<file path="src/rtl/audio_pkg.sv">
// Shared types, constants and helpers for the soft-mute channel-strip block.
package audio_pkg;

  typedef logic signed [15:0] sample_t;
  typedef logic [16:0] gain_t;

  localparam gain_t GAIN_UNITY = 17'd32768;

  typedef enum logic [1:0] {
    UNMUTED,
    RAMP_DOWN,
    MUTED,
    RAMP_UP
  } mute_state_t;

  // Per-sample gain increment; a zero-length ramp becomes a single full-scale jump.
  function automatic int unsigned ramp_step(input int unsigned samples, input int unsigned frac);
    if (samples == 0) begin
      return 32'd1 << frac;
    end
    return ((32'd1 << frac) + samples - 32'd1) / samples;
  endfunction

endpackage

</file>
<file path="src/rtl/gain_ramp.sv">
// Mute FSM and linear gain register: ramps G between 0 and unity, reversing on any mute change.
module gain_ramp
  import audio_pkg::*;
#(
  parameter int unsigned RAMP_SAMPLES = 48,
  parameter int unsigned GAIN_FRAC    = 15
) (
  input  logic                 clk,
  input  logic                 rst,
  input  logic                 mute,
  output logic [GAIN_FRAC+1:0] gain
);

  localparam int unsigned GW = GAIN_FRAC + 2;
  localparam logic [GW-1:0] UNITY = GW'(1) << GAIN_FRAC;
  localparam logic [GW-1:0] STEP  = GW'(ramp_step(RAMP_SAMPLES, GAIN_FRAC));

  mute_state_t   state_q, state_d;
  logic [GW-1:0] gain_q, gain_d;
  logic [GW-1:0] gain_dn, gain_up;

  // Saturating step in each direction; with a hard mute STEP equals unity.
  always_comb begin
    gain_dn = (gain_q > STEP) ? (gain_q - STEP) : '0;
    gain_up = (gain_q >= (UNITY - STEP)) ? UNITY : (gain_q + STEP);
  end

  always_comb begin
    state_d = state_q;
    gain_d  = gain_q;
    unique case (state_q)
      UNMUTED, MUTED, RAMP_DOWN, RAMP_UP: begin
        if (mute && (state_q != MUTED)) begin
          gain_d  = gain_dn;
          state_d = (gain_dn == '0) ? MUTED : RAMP_DOWN;
        end else if (!mute && (state_q != UNMUTED)) begin
          gain_d  = gain_up;
          state_d = (gain_up == UNITY) ? UNMUTED : RAMP_UP;
        end
      end
      default: begin
        state_d = UNMUTED;
        gain_d  = UNITY;
      end
    endcase
  end

  always_ff @(posedge clk or posedge rst) begin
    if (rst) begin
      state_q <= UNMUTED;
      gain_q  <= UNITY;
    end else begin
      state_q <= state_d;
      gain_q  <= gain_d;
    end
  end

  assign gain = gain_q;

endmodule

</file>
<file path="src/rtl/audio_mute.sv">
// Click-free soft mute: sample x gain with round-half-up, registered output, one clock latency.
module audio_mute
  import audio_pkg::*;
#(
  parameter int unsigned WIDTH        = 16,
  parameter int unsigned RAMP_SAMPLES = 48,
  parameter int unsigned GAIN_FRAC    = 15
) (
  input  logic                    clk_48,
  input  logic                    reset,
  input  logic                    mute,
  input  logic signed [WIDTH-1:0] muteIn,
  output logic signed [WIDTH-1:0] muteOut
);

  localparam int unsigned GW = GAIN_FRAC + 2;
  localparam int unsigned PW = WIDTH + GAIN_FRAC + 4;
  localparam logic [PW-1:0] RND = PW'(1) << (GAIN_FRAC - 1);

  logic [GW-1:0] gain;
  logic [PW-1:0] in_ext, gain_ext, prod, rounded;
  logic          unused_bits;

  gain_ramp #(
    .RAMP_SAMPLES(RAMP_SAMPLES),
    .GAIN_FRAC   (GAIN_FRAC)
  ) u_gain_ramp (
    .clk (clk_48),
    .rst (reset),
    .mute(mute),
    .gain(gain)
  );

  // Low PW bits of the product are the same for signed and unsigned operands.
  always_comb begin
    in_ext   = {{(PW - WIDTH){muteIn[WIDTH-1]}}, muteIn};
    gain_ext = {{(PW - GW){1'b0}}, gain};
    prod     = in_ext * gain_ext;
    rounded  = prod + RND;
  end

  // G never exceeds unity, so the slice after the shift cannot overflow.
  assign unused_bits = ^{rounded[PW-1:GAIN_FRAC+WIDTH], rounded[GAIN_FRAC-1:0]};

  always_ff @(posedge clk_48 or posedge reset) begin
    if (reset) begin
      muteOut <= '0;
    end else begin
      muteOut <= rounded[GAIN_FRAC +: WIDTH];
    end
  end

endmodule

</file>
<file path="config.mk">
export PLATFORM = sky130hd
export DESIGN_NAME = audio_mute
export DESIGN_NICKNAME = d
export VERILOG_FILES = /design/src/rtl/audio_pkg.sv /design/src/rtl/gain_ramp.sv /design/src/rtl/audio_mute.sv
export SDC_FILE = /design/constraint.sdc
export NUM_CORES = 1
export LEC_CHECK = 0
export ABC_AREA = 1
export CAP_MARGIN = 25
export CORE_MARGIN = 2
export CORE_UTILIZATION = 50
export CTS_CLUSTER_SIZE = 25
export DETAILED_ROUTE_END_ITERATION = 16
export PLACE_DENSITY = 0.67
export SLEW_MARGIN = 20
export SYNTH_ARGS = -nofsm -noshare
export SYNTH_HDL_FRONTEND = slang
export SYNTH_SLANG_ARGS = --single-unit
</file>
<file path="constraint.sdc">
create_clock -name clk_48 -period 16.7 [get_ports clk_48]
set_clock_uncertainty 0.2 [all_clocks]
set_input_delay 3.34 -clock clk_48 [delete_from_list [all_inputs] [get_ports clk_48]]
set_output_delay 3.34 -clock clk_48 [all_outputs]
set_load 0.005 [all_outputs]
</file>
# Word-level counts from Yosys, hierarchy flattened
# Index checks and enable logic that the tools add are counted.
[word_totals]
register_bits = 35
wordCells = 32
[op_classes]
addsub = 3
multipliers = 1
magnitude_cmp = 2
eq_ne = 6
n_mux = 10
n_reduce_logical = 7
[ops]
columns = ["op", "n"]
rows = [
  ["2-to-1 mux 17 bit", 5],
  ["adder 31 x 16 -> 31 bit (second input constant)", 1],
  ["multiplier 16 x 18 -> 31 bit", 1],
  ["adder 17 x 10 -> 17 bit (second input constant)", 1],
  ["== test 17 x 16 -> 1 bit (second input constant)", 1],
  ["greater-or-equal comparator 17 x 15 -> 1 bit (second input constant)", 1],
  ["> comparator 17 x 10 -> 1 bit (second input constant)", 1],
  ["logical NOT 17 bit", 1],
  ["subtractor 17 x 10 -> 17 bit (second input constant)", 1],
  ["2-to-1 mux 2 bit", 5],
  ["== test 2 bit (second input constant)", 2],
  ["OR reduction 4 bit", 1],
  ["!= test 3 x 1 -> 1 bit (second input constant)", 1],
  ["== test 2 x 1 -> 1 bit (second input constant)", 1],
  ["logical AND 1 bit", 2],
  ["logical NOT 2 bit", 1],
  ["!= test 2 bit (second input constant)", 1],
  ["nonzero test 2 bit", 1],
  ["logical NOT 1 bit", 1],
]

# Longest topological paths before layout
# Gate-level depths: netlist of run 1.
[logic_depth]
ltp_word = 7
mapped_depth = 28
ltp_nobuf = 25

# Modules after synthesis
# A second synthesis of run 1 with hierarchy kept.
[unflattened]
cells_unflattened = 1706
hier_area_um2 = 12156.7
[modules_own_cells]
columns = ["mod", "n_inst", "cells_each", "area_each_um2", "seq_area_each_um2"]
rows = [
  ["audio_mute", 1, 1385, 10015.9, 400.4],
  ["gain_ramp", 1, 321, 2140.8, 476.7],
]

# Least setup slack after synthesis of run 1
# No wires, ideal clock.
[synth_timing]
path_type = "input-to-reg"
startpoint = "input muteIn[8]"
endpoint = "register muteOut[13]"
arrival_time_ns = 8.234
t_required_ns = 16.371
setup_slack_ns = 8.137
stages = 23
n_path_buf = 2
path_cell_list = "clkbuf_1 clkbuf_1 nand2_1 fa_1 inv_1 fa_1 inv_1 fa_1 inv_1 fa_1 fa_1 inv_1 fa_1 inv_1 ha_1 nand2_1 nor2_1 inv_1 nor3_1 nand3_1 nand3_1 a31oi_1 xor2_1"
[synth_via]
elab_chain_cells = 2
[synth_rtl]
columns = ["item", "line", "text"]
rows = [
  ["start, declared", "audio_mute.sv:12", "input logic signed [WIDTH-1:0] muteIn,"],
  ["multiplier 16 x 18 -> 31 bit", "audio_mute.sv:38", "prod = in_ext * gain_ext;"],
  ["adder 31 x 16 -> 31 bit", "audio_mute.sv:39", "rounded = prod + RND;"],
  ["named net rounded[28]", "audio_mute.sv:21", "logic [PW-1:0] in_ext, gain_ext, prod, rounded;"],
  ["end signal, assigned", "audio_mute.sv:49", "muteOut <= rounded[GAIN_FRAC +: WIDTH];"],
  ["end, declared", "audio_mute.sv:13", "output logic signed [WIDTH-1:0] muteOut"],
]
# The timed path passes the listed nets, and every way through them passes these cells.
# A chain may end at the register's enable or synchronous reset.

# Final worst setup path of run 1
[layout_timing]
startpoint = "input muteIn[15]"
endpoint = "register muteOut[13]"
# The elaborated chain is that of the path after synthesis.

==> results of run 1 <==
[layout by cell type, fill, tap and decap left out, types with 6 or more instances in the layout]
| cell type | count |
|---|---|
| o21ai_0 | 33 |
| o221ai_1 | 6 |
| buf_4 | 12 |
| nor2_1 | 70 |
| xnor2_1 | 8 |
| inv_1 | 419 |
| nand2_1 | 415 |
| nand3_1 | 48 |
| ha_1 | 104 |
| nand4_1 | 8 |
| inv_2 | 14 |
| xor2_1 | 16 |
| fa_1 | 208 |
| a21oi_1 | 57 |
| o21ai_1 | 11 |
| nor3_1 | 8 |
| dfrtp_1 | 34 |
| clkdlybuf4s50_1 | 34 |
[worst max path at each step]
stage / endpoint / slack (ns) / start / depth (start not counted)
finish: muteOut[13]$_DFF_PP0_ / 7.43 / muteIn[15] / 18
global route: muteOut[13]$_DFF_PP0_ / 7.12 / muteIn[9] / 22
CTS: muteOut[13]$_DFF_PP0_ / 7.45 / muteIn[15] / 18
detailed placement: muteOut[13]$_DFF_PP0_ / 7.15 / muteIn[15] / 18
global placement: muteOut[13]$_DFF_PP0_ / 7.16 / muteIn[15] / 18
floorplan: muteOut[13]$_DFF_PP0_ / 8.14 / muteIn[8] / 23
[routing by layer]
layer,global-route usage,vias to the layer above
li1,-,4580
met1,0.357,4758
met2,0.427,326
met3,0.0202,49
met4,0.0813,0
met5,0,-
[kinds of logic (layout without fill, tap and decap cells)]
family | after synthesis | count (layout) | synth area share
compound gates | 131 | 131 | 0.0645
flops | 35 | 35 | 0.0755
buf+inv | 510 | 490 | 0.171
simple gates | 573 | 573 | 0.201
fa+ha+maj | 312 | 312 | 0.470
xor+xnor | 24 | 24 | 0.0181
[critical path: cells and delay by family]
kind                     cells  cell delay [ns]
buffers and inverters        4             1.28
AND/OR/NAND/NOR              2             0.43
adder cells (fa/ha/maj)      7             3.21
XOR/XNOR                     1             0.18
AO/OA/AOI/OAI                4             0.81
[flip-flops by register name (all words and copies together), names as in the netlist]
register / cells
u_gain_ramp.state_q: 2
u_gain_ramp.gain: 17
muteOut: 16
[per-stage QoR]
step                hold WS (ns)  instances  area [um^2]
global placement           0.316       1841        12100
detailed placement         0.326       1842        12100
finish                     0.342       1850        12200
CTS                        0.344       1850        12200
floorplan                  0.295       1585        11600
global route               0.403       1850        12200
[area by class of cell]
cell class | count | area, um^2 | area share
clock buffers | 6 | 139 | 0.0113
inverters | 436 | 1640 | 0.134
well taps | 285 | 357 | 0.0291
clock inverters | 2 | 35.0 | 0.00286
multi-input cells | 1040 | 8760 | 0.716
repair buffers | 46 | 430 | 0.0352
flip-flops and latches | 35 | 877 | 0.0717
==> impl_metrics.py, run 1 <==
metrics = {
    "synthesis": {
        "postSynth.asyncResetShare": 1.00,
        "yosys_warnings": 0,
        "netlist_top_cells_count": "419 x inv_1, 415 x nand2_1, 208 x fa_1, 104 x ha_1, 70 x nor2_1",
        "netlist_area_um2": 11600,
        "synth-seq-area-share": 0.0755,
        "yosys-top-cells-area": "fa_1 36%, inv_1 14%, nand2_1 13%",
        "synth-edff-count": 0,
        "synth.distinct_cells": 48,
        "avgSynthCellArea_um2": 7.33,
        "ys_ff_latch": 35,
        "synth_top_area_cell": "fa_1",
        "synth.net_count": 1916,
        "ys.flop_type": "dfrtp_1",
        "synth_most_common_cell": "inv_1",
        "syn_inst": 1585,
        "synth.top_cell.area_share": 0.358,
    },
    "placement": {
        "gp_congestion": 0.906,
        "io_buffer_count": 34,
        "place_ws_ns": 7.15,
        "dpl.hpwl_um": 23200,
    },
    "grt": {
        "gr-total-overflow": 0,
        "grt_max_degree": 36,
        "antenna_found_initial": 0,
        "grt_pass1_vias": 10100,
        "grt_usage": 0.256,
        "grt_pass1_wl_um": 49600,
    },
    "setup_path": {
        "crit_path_cell_trace": "clkdlybuf4s50_1, clkinv_1, nor2_1, fa_1, fa_1, fa_1, fa_1, fa_1, inv_1, fa_1, inv_1, ha_1, a21oi_1, o21ai_0, a21oi_1, nand3_1, a31oi_1, xor2_1",
        "path_common_cell": "fa_1",
        "reg2reg_to": "muteOut[12]$_DFF_PP0_",
        "timing.rr.start": "u_gain_ramp.gain[5]$_DFFE_PP0P_",
        "rrSetupSlack_ns": 10.51,
        "cp.arrival_ns": 9.27,
        "worstPathMaxFanout": 10,
        "worstRegToRegCells": 18,
        "worstSetupStartpointType": "input port",
        "endpoint_kind": "register",
        "slowest_delay_ns": 0.75,
        "path_class": "in -> reg",
        "crit_path_top_delay_cell": "clkdlybuf4s50_1",
        "worstPathRequired_ns": 16.71,
    },
    "drt": {
        "drc": 0,
        "wl_met1_um": 12700,
        "ant_nets": 0,
        "firstDrtPassIters": 5,
        "route.met3.wl_um": 1530,
        "wl_met2_um": 13800,
        "drt-vias-per-instance": 5.25,
        "top_layer": "met4",
        "drt-total-wl_um": 28800,
        "drtIter0Drc": 770,
        "num_vias": 9713,
        "wl_per_cell_um": 15.5,
    },
    "sta": {
        "layout_setup_ws_ns": 7.43,
        "timing.setup.tns_ns": 0,
        "fin_crit_sh": 0.555,
        "relSlewSlack": 0.315,
        "rsz0062_at_grt": "false",
        "fmax_mhz": 108,
        "setup_viol": 0,
        "report.final.slew_viol_count": 0,
        "period_minus_slack_ns": 9.27,
        "final_hold_viol_count": 0,
        "worstMarginPinSlew_ns": 1.03,
    },
    "layout": {
        "num-fill-cells": 2182,
        "fin_util": 0.539,
        "fin_nets": 1895,
        "syn_to_final_growth_pct": 5.34,
        "drive_above_1_share": 0.0371,
        "num_antenna_cells": 0,
    },
    "cts": {
        "cts_sinks": 35,
        "postCtsSetupBuffers": 0,
        "insertion_delay_ns": 0.30,
        "clk_pin_slew_worst_paths_ns": 0.06,
        "cts_hold_buf": 0,
        "h-tree-depth": 2,
        "cts_buffers": 5,
        "cts_resized": 0,
        "cts_buffer_depth": 2,
        "root_buffer": "clkbuf_16",
        "tritoncts": "done",
    },
    "floorplanning": {
        "start_util": 0.512,
        "die_w_um": 156,
        "core-area_um2": 22700,
        "ios": 35,
        "die_area_um2": 24500,
        "die_y_um": 156,
        "std_cell_rows": 55,
    },
    "outcome": {
        "outcome": "completed",
    },
    "run": {
        "maxCapViolCount": 0,
    },
    "min_path": {
        "hp-start": "u_gain_ramp.state_q[1]$_DFFE_PP0P_",
        "hold_end": "u_gain_ramp.state_q[1]$_DFFE_PP0P_",
        "min-delay-path-class": "reg -> reg",
        "hold_depth": 2,
    },
}
Power of run 1 is left out: the tool's default activity adds up to more than one toggle a clock period on the data nets, which glitch-free logic cannot reach.
==> inputs of run 2 (changes only) <==
--- a/config.mk
+++ b/config.mk
@@ -11,7 +11,7 @@
 export CORE_UTILIZATION = 50
 export CTS_CLUSTER_SIZE = 25
 export DETAILED_ROUTE_END_ITERATION = 16
-export PLACE_DENSITY = 0.67
+export PLACE_DENSITY = 0.7
 export SLEW_MARGIN = 20
 export SYNTH_ARGS = -nofsm -noshare
 export SYNTH_HDL_FRONTEND = slang
==> constraint.sdc (replaced) <==
create_clock -name clk_48 -period 7.5 [get_ports clk_48]
set_clock_uncertainty 0.2 [all_clocks]
set_input_delay 1.5 -clock clk_48 [delete_from_list [all_inputs] [get_ports clk_48]]
set_output_delay 1.5 -clock clk_48 [all_outputs]
set_load 0.005 [all_outputs]
==> impl_metrics.py, run 2 (synthesized netlist as in run 1, its figures left out) <==
metrics = {
    "outcome": {
        "outcome": "completed",
    },
    "sta": {
        "final_hold_viol_count": 0,
        "report.final.slew_viol_count": 0,
        "fin_crit_sh": 0.957,
        "timing.setup.tns_ns": 0,
        "period_minus_slack_ns": 7.18,
        "worstMarginPinSlew_ns": 0.983,
        "relSlewSlack": 0.345,
        "setup_viol": 0,
        "rsz0062_at_grt": "false",
        "fmax_mhz": 139,
    },
    "setup_path": {
        "worstSetupStartpointType": "input port",
        "reg2reg_to": "muteOut[15]$_DFF_PP0_",
        "timing.rr.start": "u_gain_ramp.gain[8]$_DFFE_PP0P_",
        "worstRegToRegCells": 19,
        "critPathLaunch": "muteIn[7]",
        "path_class": "in -> reg",
        "crit_end": "muteOut[14]$_DFF_PP0_",
        "rrSetupSlack_ns": 1.32,
        "worstPathMaxFanout": 8,
        "cp.arrival_ns": 7.19,
        "endpoint_kind": "register",
        "worstPathRequired_ns": 7.51,
    },
    "drt": {
        "drtIter0Drc": 694,
        "firstDrtPassIters": 5,
        "wl_per_cell_um": 15.1,
        "ant_nets": 0,
        "drt-vias-per-instance": 5.18,
        "num_vias": 9707,
        "drt-total-wl_um": 28300,
        "drc": 0,
    },
    "placement": {
        "dpl.hpwl_um": 23900,
        "gp_congestion": 0.968,
        "io_buffer_count": 34,
        "dp_cells": 1866,
    },
    "layout": {
        "syn_to_final_growth_pct": 7.03,
        "fin_nets": 1919,
        "finalNonFillerCells": 1874,
        "largest_register_ffs": 17,
        "final_common_cell": "inv_1",
        "final_cell_mix": "419 x inv_1, 415 x nand2_1, 208 x fa_1, 104 x ha_1, 70 x nor2_1",
        "num_antenna_cells": 0,
        "drive_above_1_share": 0.0516,
    },
    "cts": {
        "insertion_delay_ns": 0.30,
        "tritoncts": "done",
        "cts_resized": 0,
        "postCtsSetupBuffers": 0,
        "cts_buffer_depth": 2,
        "clk_pin_slew_worst_paths_ns": 0.06,
        "cts_hold_buf": 0,
        "root_buffer": "clkbuf_16",
        "h-tree-depth": 2,
        "cts_sinks": 35,
        "cts_buffers": 5,
    },
    "grt": {
        "grt_max_degree": 36,
        "grt_pass1_wl_um": 48100,
        "grt_pass1_vias": 9799,
        "grt_usage": 0.248,
        "gr-total-overflow": 0,
        "antenna_found_initial": 0,
    },
    "floorplanning": {
        "ios": 35,
        "start_util": 0.512,
        "die_area_um2": 24500,
        "die_y_um": 156,
        "core-area_um2": 22700,
        "std_cell_rows": 55,
        "die_w_um": 156,
    },
    "min_path": {
        "hold_depth": 2,
        "hp-start": "u_gain_ramp.state_q[1]$_DFFE_PP0P_",
        "min-delay-path-class": "reg -> reg",
    },
    "run": {
        "maxCapViolCount": 0,
    },
}
## run 2: cell types whose count changed in the layout (fill, tap and decap cells not counted), sizes merged
cell / previous run / this run
buf: 12 / 36
bufinv: 1 / 0
clkbuf: 6 / 5
clkinv: 2 / 4
## run 2: critical path, stage by stage
cell,delay (ns)
clkdlybuf4s50_1,0.75
buf_4,0.24
nand2_1,0.08
fa_1,0.52
fa_1,0.51
inv_1,0.05
fa_1,0.57
fa_1,0.43
fa_1,0.49
inv_1,0.05
fa_1,0.47
inv_1,0.04
ha_1,0.33
nand2_1,0.13
o21ai_0,0.41
a21oi_1,0.07
nand2_1,0.16
nand3_1,0.10
nand2_1,0.09
xor2_1,0.16
## run 2: worst min path at each step
stage,endpoint,slack (ns)
6_report,u_gain_ramp.state_q[1]$_DFFE_PP0P_,0.33
3_5_place_dp,u_gain_ramp.state_q[1]$_DFFE_PP0P_,0.32
2_1_floorplan,u_gain_ramp.state_q[1]$_DFFE_PP0P_,0.29
4_1_cts,u_gain_ramp.state_q[1]$_DFFE_PP0P_,0.34
3_3_place_gp,u_gain_ramp.state_q[1]$_DFFE_PP0P_,0.31
5_1_grt,u_gain_ramp.state_q[1]$_DFFE_PP0P_,0.37
## run 2: cell type report
class	count	area, um^2
Clock buffer	5	125
Clock inverter	3	15.0
Fill cell	2129	10300
Inverter	436	1640
Multi-Input combinational cell	1040	8760
Sequential cell	35	877
Tap cell	285	357
Timing Repair Buffer	70	661
## run 2: metal layers
metal	vias up	GRT usage	share of wire	wire, um
met4	0	0.0743	0.022	620
li1	4627	-	-	-
met2	323	0.404	0.47	13300
met1	4725	0.347	0.44	12500
met3	32	0.0330	0.067	1890
met5	-	0	0	0
## run 2: through the flow
stage                util  hold slack, ns  setup WS, ns  area [um^2]
finish              0.548           0.331         0.321        12400
global route        0.548           0.370        0.0117        12400
CTS                 0.548           0.336         0.341        12400
detailed placement  0.541           0.322        0.0788        12300
global placement    0.541           0.313         0.148        12300
floorplan               -           0.295         0.777        11600
Power of run 2 is left out for the same reason.
==> inputs of run 3 (changes only) <==
--- a/config.mk
+++ b/config.mk
@@ -5,7 +5,6 @@
 export SDC_FILE = /design/constraint.sdc
 export NUM_CORES = 1
 export LEC_CHECK = 0
-export ABC_AREA = 1
 export CAP_MARGIN = 25
 export CORE_MARGIN = 2
 export CORE_UTILIZATION = 50
==> impl_metrics.py, run 3 <==
metrics = {
    "sta": {
        "worstMarginPinSlew_ns": 1.07,
        "relSlewSlack": 0.286,
        "setup_viol": 0,
        "timing.setup.tns_ns": 0,
        "layout_setup_ws_ns": 0.167,
        "fin_crit_sh": 0.978,
        "final_hold_viol_count": 0,
        "fmax_mhz": 136,
        "report.final.slew_viol_count": 0,
        "period_minus_slack_ns": 7.33,
    },
    "synthesis": {
        "synth-seq-area-share": 0.0827,
        "synth.net_count": 1532,
        "netlist_area_um2": 10600,
        "yosys_warnings": 0,
        "yosys-top-cells-area": "fa_1 39%, ha_1 12%, inv_1 9.3%",
        "postSynth.asyncResetShare": 1.00,
        "synth_most_common_cell": "inv_1",
        "ys_ff_latch": 35,
        "ys.flop_type": "dfrtp_1",
        "netlist_top_cells_count": "263 x inv_1, 208 x fa_1, 153 x nand2_1, 127 x and2_1, 104 x ha_1",
        "avgSynthCellArea_um2": 8.83,
        "synth-edff-count": 0,
        "synth.top_cell.area_share": 0.392,
        "syn_inst": 1201,
        "synth.distinct_cells": 68,
        "synth_top_area_cell": "fa_1",
    },
    "layout": {
        "fin_util": 0.573,
        "final_common_cell": "inv_1",
        "num-fill-cells": 1875,
        "drive_above_1_share": 0.101,
        "largest_register_ffs": 17,
        "finalNonFillerCells": 1550,
        "fin_nets": 1605,
        "final_cell_mix": "263 x inv_1, 207 x fa_1, 153 x nand2_1, 127 x and2_1, 103 x ha_1",
        "syn_to_final_growth_pct": 13.2,
        "num_antenna_cells": 0,
    },
    "run": {
        "maxCapViolCount": 0,
    },
    "cts": {
        "cts_buffers": 5,
        "h-tree-depth": 2,
        "cts_buffer_depth": 2,
        "cts_sinks": 35,
        "cts_hold_buf": 0,
        "tritoncts": "done",
        "root_buffer": "clkbuf_16",
        "clk_pin_slew_worst_paths_ns": 0.07,
        "insertion_delay_ns": 0.30,
    },
    "grt": {
        "grt_max_degree": 36,
        "grt_pass1_wl_um": 42400,
        "grt_pass1_vias": 8418,
        "grt_usage": 0.241,
        "gr-total-overflow": 0,
        "antenna_found_initial": 0,
    },
    "floorplanning": {
        "start_util": 0.506,
        "std_cell_rows": 53,
        "die_w_um": 150,
        "die_area_um2": 22400,
        "die_y_um": 150,
        "core-area_um2": 21000,
        "ios": 35,
    },
    "placement": {
        "dp_cells": 1532,
        "place_ws_ns": -0.634,
        "dpl.hpwl_um": 20200,
        "io_buffer_count": 34,
        "gp_congestion": 0.916,
    },
    "outcome": {
        "outcome": "completed",
    },
    "setup_path": {
        "worstSetupStartpointType": "input port",
        "slowest_delay_ns": 0.52,
        "crit_path_top_delay_cell": "fa_1",
        "endpoint_kind": "register",
        "crit_path_cell_trace": "clkdlybuf4s50_1, buf_6, buf_4, nand2_1, fa_1, inv_1, fa_1, fa_1, fa_1, fa_1, inv_1, fa_1, inv_1, ha_1, nand4_1, a2111oi_2, o31ai_2, a31oi_4, a21boi_4, buf_4, and2b_1, nor2_1, xnor2_1",
        "critPathLaunch": "muteIn[12]",
        "timing.rr.start": "u_gain_ramp.gain[7]$_DFFE_PP0P_",
        "path_common_cell": "fa_1",
        "worstPathRequired_ns": 7.49,
        "path_class": "in -> reg",
        "cp.arrival_ns": 7.32,
        "worstPathMaxFanout": 5,
    },
    "drt": {
        "drc": 0,
        "drt-vias-per-instance": 5.38,
        "drt-total-wl_um": 25700,
        "num_vias": 8345,
        "wl_per_cell_um": 16.6,
        "ant_nets": 0,
        "firstDrtPassIters": 5,
        "drtIter0Drc": 618,
    },
    "min_path": {
        "min-delay-path-class": "reg -> reg",
        "hp-start": "u_gain_ramp.state_q[0]$_DFFE_PP0P_",
    },
}
-- run 3: cell count changes in the layout (fill, tap and decap cells not counted), moves of 14 or more --
cell and delta:
o21ai_0 -14, a21oi_1 -15, nor2_1 -37, nand3_1 -45, inv_1 -156, buf_4 +54
nand2_1 -262, and2_1 +127
-- run 3: worst paths after layout --
check	slack (ns)	to	cells after the start
setup / recovery	0.17	muteOut[11]$_DFF_PP0_	23
hold / removal	0.39	u_gain_ramp.gain[15]$_DFFE_PP1P_	2
setup reg to reg	0.87	muteOut[11]$_DFF_PP0_	21
hold reg to reg	0.39	u_gain_ramp.gain[15]$_DFFE_PP1P_	2
max in group asynchronous	5.28	u_gain_ramp.gain[15]$_DFFE_PP1P_	3
min in group asynchronous	1.44	muteOut[12]$_DFF_PP0_	3
-- run 3: layer usage --
metal  track usage  share of wire
met4        0.0750          0.029
met3        0.0284          0.061
met5             0              0
met2         0.404           0.49
met1         0.330           0.42
-- run 3: critical path: cells and delay by family --
family	cells	cell delay [ns]
AO/OA/AOI/OAI	4	1.04
XOR/XNOR	1	0.11
adder cells (fa/ha/maj)	7	3.22
buffers and inverters	7	1.01
AND/OR/NAND/NOR	4	0.45
-- run 3: cell families after synthesis --
family                     after synthesis  share of synthesized area
and+or+nand+nor                        353                      0.165
AOI/OAI and AO/OA                      143                     0.0920
adders and majority gates              312                      0.515
DFF                                     35                     0.0827
xor gates and xnor gates                28                     0.0231
buffers and inverters                  330                      0.122
-- run 3: what timing repair did --
action                     4_1_cts  5_1_grt
setup endpoints to repair        7        9
gates cloned                     0        4
setup buffers                    2        4
resized for setup               10       28
pin swaps                        4       22
-- run 3: metrics by stage --
step	hold slack [ns]	instance area, um^2
floorplan	0.345	10600
global placement	0.369	11700
detailed placement	0.383	11700
CTS	0.391	11900
global route	0.434	12000
finish	0.388	12000
-- run 3: cell type report --
type	count	area, um^2	area share
Timing Repair Buffer	132	1130	0.0941
Clock buffer	5	125	0.0104
Tap cell	275	344	0.0287
Clock inverter	3	20.0	0.00167
Sequential cell	35	877	0.0731
Inverter	264	991	0.0825
Multi-Input combinational cell	836	8520	0.710
Power of run 3 is left out for the same reason.
